`config.mk`:
```
export PLATFORM = sky130hd
export DESIGN_NAME = router_pkt_fifo
export DESIGN_NICKNAME = d
export VERILOG_FILES = /design/src/rtl/router_pkg.sv /design/src/rtl/router_fifo_mem.sv /design/src/rtl/router_pkt_fifo.sv
export SDC_FILE = /design/constraint.sdc
export NUM_CORES = 1
export LEC_CHECK = 0
export ABC_AREA = 1
export BUFFER_PORTS_ARGS = -buffer_cell sky130_fd_sc_hd__buf_2
export CORE_UTILIZATION = 60
export DETAILED_ROUTE_END_ITERATION = 10
export GPL_TIMING_DRIVEN = 0
export PLACE_DENSITY = 0.78
export SYNTH_ARGS = -nofsm -noshare
export SYNTH_HDL_FRONTEND = slang
export SYNTH_SLANG_ARGS = --single-unit
```
`constraint.sdc`:
```
create_clock -name clk -period 6.4 [get_ports clk]
set_clock_uncertainty 0.2 [all_clocks]
set_input_delay 1.28 -clock clk [delete_from_list [all_inputs] [get_ports clk]]
set_output_delay 1.28 -clock clk [all_outputs]
set_load 0.02 [all_outputs]
```
`src/rtl/router_pkg.sv`:
```
// rtl/router_pkg.sv - shared router constants and header field helpers
package router_pkg;

    localparam int DEF_DATA_W = 8;
    localparam int ADDR_W     = 2;
    localparam int LEN_LSB    = ADDR_W;

    // Header layout: length above the destination address bits
    function automatic logic [31:0] hdr_len(input logic [31:0] hdr);
        return hdr >> LEN_LSB;
    endfunction

endpackage

```
`src/rtl/router_fifo_mem.sv`:
```
// rtl/router_fifo_mem.sv - simple dual-port register array, sync write, indexed read
module router_fifo_mem #(
    parameter int W     = 9,
    parameter int DEPTH = 16
) (
    input  logic                     clk,
    input  logic                     we,
    input  logic [$clog2(DEPTH)-1:0] waddr,
    input  logic [W-1:0]             wdata,
    input  logic [$clog2(DEPTH)-1:0] raddr,
    output logic [W-1:0]             rdata
);

    logic [W-1:0] mem_q [DEPTH];

    // Storage write; contents survive both resets
    always_ff @(posedge clk) begin
        if (we) begin
            mem_q[waddr] <= wdata;
        end
    end

    assign rdata = mem_q[raddr];

endmodule

```
`src/rtl/router_pkt_fifo.sv`:
```
// rtl/router_pkt_fifo.sv - packet-aware output channel FIFO with level and packet tracking
module router_pkt_fifo
    import router_pkg::*;
#(
    parameter int DATA_W   = DEF_DATA_W,
    parameter int DEPTH    = 16,
    parameter int AFULL_TH = DEPTH - 2
) (
    input  logic                     clk,
    input  logic                     rstn,
    input  logic                     soft_rst,
    input  logic                     wr_en,
    input  logic                     lfd_state,
    input  logic [DATA_W-1:0]        data_in,
    input  logic                     rd_en,
    output logic [DATA_W-1:0]        data_out,
    output logic                     empty,
    output logic                     full,
    output logic                     almost_full,
    output logic [$clog2(DEPTH):0]   level,
    output logic                     pkt_busy,
    output logic                     pkt_done,
    output logic                     wr_drop
);

    localparam int AW = $clog2(DEPTH);
    localparam int PW = AW + 1;
    localparam int CW = DATA_W - 1;

    logic [PW-1:0]     wr_ptr_q, wr_ptr_d;
    logic [PW-1:0]     rd_ptr_q, rd_ptr_d;
    logic [DATA_W-1:0] dout_q, dout_d;
    logic [CW-1:0]     cnt_q, cnt_d;
    logic              busy_q, busy_d;
    logic              done_q, done_d;
    logic              drop_q, drop_d;

    logic [DATA_W:0]   mem_rdata;
    logic              wr_acc;
    logic              rd_acc;
    logic [CW-1:0]     cnt_load;

    router_fifo_mem #(
        .W     (DATA_W + 1),
        .DEPTH (DEPTH)
    ) u_mem (
        .clk   (clk),
        .we    (wr_acc && !soft_rst),
        .waddr (wr_ptr_q[AW-1:0]),
        .wdata ({lfd_state, data_in}),
        .raddr (rd_ptr_q[AW-1:0]),
        .rdata (mem_rdata)
    );

    // Flags come straight from the registered pointers; wrap bit separates full from empty
    assign level       = wr_ptr_q - rd_ptr_q;
    assign empty       = (wr_ptr_q == rd_ptr_q);
    assign full        = (wr_ptr_q[AW-1:0] == rd_ptr_q[AW-1:0]) && (wr_ptr_q[AW] != rd_ptr_q[AW]);
    assign almost_full = (level >= PW'(AFULL_TH));

    assign wr_acc   = wr_en && !full;
    assign rd_acc   = rd_en && !empty;
    // Header length plus the trailing parity word
    assign cnt_load = CW'(hdr_len(32'(mem_rdata[DATA_W-1:0])) + 32'd1);

    // Next-state: soft reset flushes, otherwise advance pointers and packet tracking
    always_comb begin
        wr_ptr_d = wr_ptr_q;
        rd_ptr_d = rd_ptr_q;
        dout_d   = dout_q;
        cnt_d    = cnt_q;
        busy_d   = busy_q;
        done_d   = 1'b0;
        drop_d   = 1'b0;
        if (soft_rst) begin
            wr_ptr_d = '0;
            rd_ptr_d = '0;
            dout_d   = '0;
            cnt_d    = '0;
            busy_d   = 1'b0;
        end else begin
            drop_d = wr_en && full;
            if (wr_acc) begin
                wr_ptr_d = wr_ptr_q + PW'(1);
            end
            if (rd_acc) begin
                rd_ptr_d = rd_ptr_q + PW'(1);
                dout_d   = mem_rdata[DATA_W-1:0];
                if (mem_rdata[DATA_W]) begin
                    cnt_d  = cnt_load;
                    busy_d = 1'b1;
                end else if (cnt_q != '0) begin
                    cnt_d = cnt_q - CW'(1);
                    if (cnt_q == CW'(1)) begin
                        busy_d = 1'b0;
                        done_d = 1'b1;
                    end
                end
            end
        end
    end

    // State registers with asynchronous reset
    always_ff @(posedge clk or negedge rstn) begin
        if (!rstn) begin
            wr_ptr_q <= '0;
            rd_ptr_q <= '0;
            dout_q   <= '0;
            cnt_q    <= '0;
            busy_q   <= 1'b0;
            done_q   <= 1'b0;
            drop_q   <= 1'b0;
        end else begin
            wr_ptr_q <= wr_ptr_d;
            rd_ptr_q <= rd_ptr_d;
            dout_q   <= dout_d;
            cnt_q    <= cnt_d;
            busy_q   <= busy_d;
            done_q   <= done_d;
            drop_q   <= drop_d;
        end
    end

    assign data_out = dout_q;
    assign pkt_busy = busy_q;
    assign pkt_done = done_q;
    assign wr_drop  = drop_q;

endmodule

```
==> flow_metrics.py <==
metrics = {
    "drt": {
        "ant_nets": 0,
        "routed_wl_um": 18800,
        "met1_length_um": 6990,
        "drtIter0Drc": 519,
        "vias": 5713,
        "drtPass1Iterations": 5,
        "drcViolationCount": 0,
        "routedWlPerCell_um": 18.9,
        "maxUsedRoutingLayer": "met4",
        "wl_met2_um": 9080,
        "wl_met3_um": 1840,
        "via_per_inst": 5.77,
    },
    "final_layout": {
        "syn2layout_area_growth_pct": 12.9,
        "fin_nets": 833,
        "diodes": 0,
        "drive_gt1_frac": 0.106,
        "stdcell_count": 990,
        "fin_area_um2": 8700,
        "n_fill_cell": 900,
    },
    "status": {
        "outcome": "completed",
    },
    "floorplanning": {
        "die_area_um2": 13300,
        "die_w_um": 115,
        "pin_count": 33,
        "rows": 41,
        "initial_core_util": 0.613,
        "core_um2": 12600,
        "fp.dieH_um": 115,
    },
    "place": {
        "placed_area_um2": 8080,
        "portBuffers": 32,
        "finalWeightedCongestion": 0.888,
        "dp_hpwl_um": 11700,
        "dp_cells": 958,
    },
    "worst_setup_path": {
        "start_kind": "flip-flop",
        "path_class": "flip-flop to output port",
        "worst_setup_path_end_kind": "output port",
        "cp_max_fo": 11,
        "cp.required_ps": 4920,
        "cp.arrival_ps": 3070,
    },
    "sta": {
        "rsz0062_at_grt": "no",
        "finalSetupViolations": 0,
        "hold_viol_final": 0,
        "fin_tns_setup_ps": 0,
        "period_needed_ps": 4550,
        "worst_pin_slew_ps": 1350,
        "timing.final.crit_share": 0.711,
        "relSlewSlack": 0.0984,
        "maxSlewViolCount": 0,
        "fmax_mhz": 220,
    },
    "global_routing": {
        "grt_pass1_wl_um": 28200,
        "grt_max_degree": 29,
        "grt_pass1_vias": 5561,
        "antenna_found_initial": 0,
        "grtUsageTotal": 0.298,
        "gr-total-overflow": 0,
    },
    "yosys": {
        "synth_flop_cell": "edfxtp_1",
        "synth_seq_cells": 172,
        "syn-num-nets": 782,
        "synth_edf_count": 144,
        "seq_area_frac_synth": 0.652,
        "synth_cells": 754,
        "async_flop_share": 0.163,
        "syn_avg_cell_area_um2": 10.2,
        "synth_warnings": 0,
        "synth_area_um2": 7710,
        "synth_cell_type_count": 29,
    },
    "power_and_ir_drop": {
        "leakage_uw": 0.00365,
        "power.total_uw": 2920,
        "ir_drop_mv": 0.274,
        "power_density_nw_per_um2": 336,
    },
    "clocking": {
        "path_clk_slew_ps": 60,
        "cts_max_level": 4,
        "cts_inserted_buffers": 17,
        "cts_tree": "done",
        "clock_sinks": 172,
        "clock_latency_ps": 430,
        "post_cts_buffers": 0,
        "cts.path.max_buffers": 2,
        "cts_hold_buf": 0,
        "cts_root_buf": "clkbuf_16",
        "cts_resized": 0,
    },
    "job": {
        "maxCapViolCount": 0,
    },
    "min_path": {
        "holdCritPathClass": "flip-flop to flip-flop",
    },
}
-- layer usage --
layer,track usage,up-vias
li1,-,2605
met1,0.360,2715
met2,0.483,314
met3,0.0817,79
met4,0.172,0
met5,0,-
-- final timing paths --
| check | from | slack [ps] | depth (start not counted) | to |
|---|---|---|---|---|
| max in group asynchronous | rstn | 4910 | 1 | wr_drop |
| min reg2reg | cnt_q[6] | 300 | 2 | cnt_q[6] |
| min in group asynchronous | rstn | 670 | 1 | pkt_busy |
| max reg2reg | rd_ptr_q[1] | 2070 | 11 | u_mem.mem_q[13][6] |
| max | rd_ptr_q[1] | 1850 | 9 | almost_full |
| min | cnt_q[6] | 300 | 2 | cnt_q[6] |
-- sequential cells by signal, summed over array words and instances, names as in the netlist --
signal / cells
pkt_busy: 1
wr_ptr_q: 5
wr_drop: 1
rd_ptr_q: 5
u_mem.mem_q: 144
data_out: 8
pkt_done: 1
cnt_q: 7
-- cell usage after synthesis (all sizes together) (6+ instances only) --
master | n | area [um2]
xor2 | 6 | 52.6
dfrtp | 28 | 701
edfxtp | 144 | 4320
o21ai | 57 | 285
nor2 | 91 | 342
buf | 21 | 154
o22ai | 10 | 62.6
nand2 | 205 | 779
inv | 81 | 304
clkbuf | 7 | 26.3
ha | 13 | 163
a21oi | 7 | 35.0
nor3 | 7 | 35.0
nand3 | 56 | 280
-- cell type report --
class / instances / area, um2 / area share
repair buffers: 32 / 160 / 0.0184
multi-input cells: 471 / 2190 / 0.252
clock inverters: 10 / 165 / 0.0190
inverters: 83 / 312 / 0.0358
well taps: 172 / 215 / 0.0247
plain buffers: 28 / 180 / 0.0207
flip-flops and latches: 172 / 5020 / 0.577
clock buffers: 22 / 454 / 0.0522
-- cell families (layout without fill, tap and decap cells) --
logic type / count (synthesis) / after routing / synth area share
compound gates: 84 / 84 / 0.0599
xor+xnor: 9 / 9 / 0.0102
fa+ha+maj: 14 / 14 / 0.0237
buf+inv: 111 / 175 / 0.0638
flops: 172 / 172 / 0.652
simple gates: 364 / 364 / 0.190
-- layout by cell type (no fill, tap or decap) --
master      instances
a21oi_1             7
buf_2              41
buf_4               7
buf_6               5
bufinv_16           4
clkbuf_1           11
clkbuf_16          17
clkbuf_8            1
clkinv_1            3
clkinv_4            2
clkinvlp_4          2
dfrtp_1            28
edfxtp_1          144
fa_1                1
ha_1               13
inv_1              79
inv_2               2
inv_6               1
nand2_1           201
nand2_2             4
nand3_1            56
nand4_1             3
nor2_1             91
nor3_1              7
o211ai_1            3
o21ai_0            50
o21ai_1             7
o21bai_1            3
o221ai_1            3
o22ai_1            10
o31ai_1             1
or2_2               1
or3_1               1
xnor2_1             3
xor2_1              6
-- worst max-delay path, stage by stage (launching register included) --
cell and delay (ps):
dfrtp_1 450, inv_1 240, buf_2 310, clkbuf_1 530, ha_1 370, a21oi_1 170
o21bai_1 100, xor2_1 160, o21ai_0 140, buf_2 180
-- metrics by stage --
step | hold slack, ps | worst slack (ps) | util
finish | 305 | 1850 | 0.692
global placement | 270 | 2410 | 0.643
floorplan | 249 | 2580 | -
detailed placement | 292 | 2290 | 0.643
global route | 322 | 1700 | 0.692
CTS | 310 | 1880 | 0.692
-- power by group --
group	total [uW]	switching, uW	internal, uW
combinational	561	379	182
clock	1080	415	664
sequential	1280	30.1	1250
total	2920	824	2100
No activity file was read; power rests on OpenSTA's default activity.
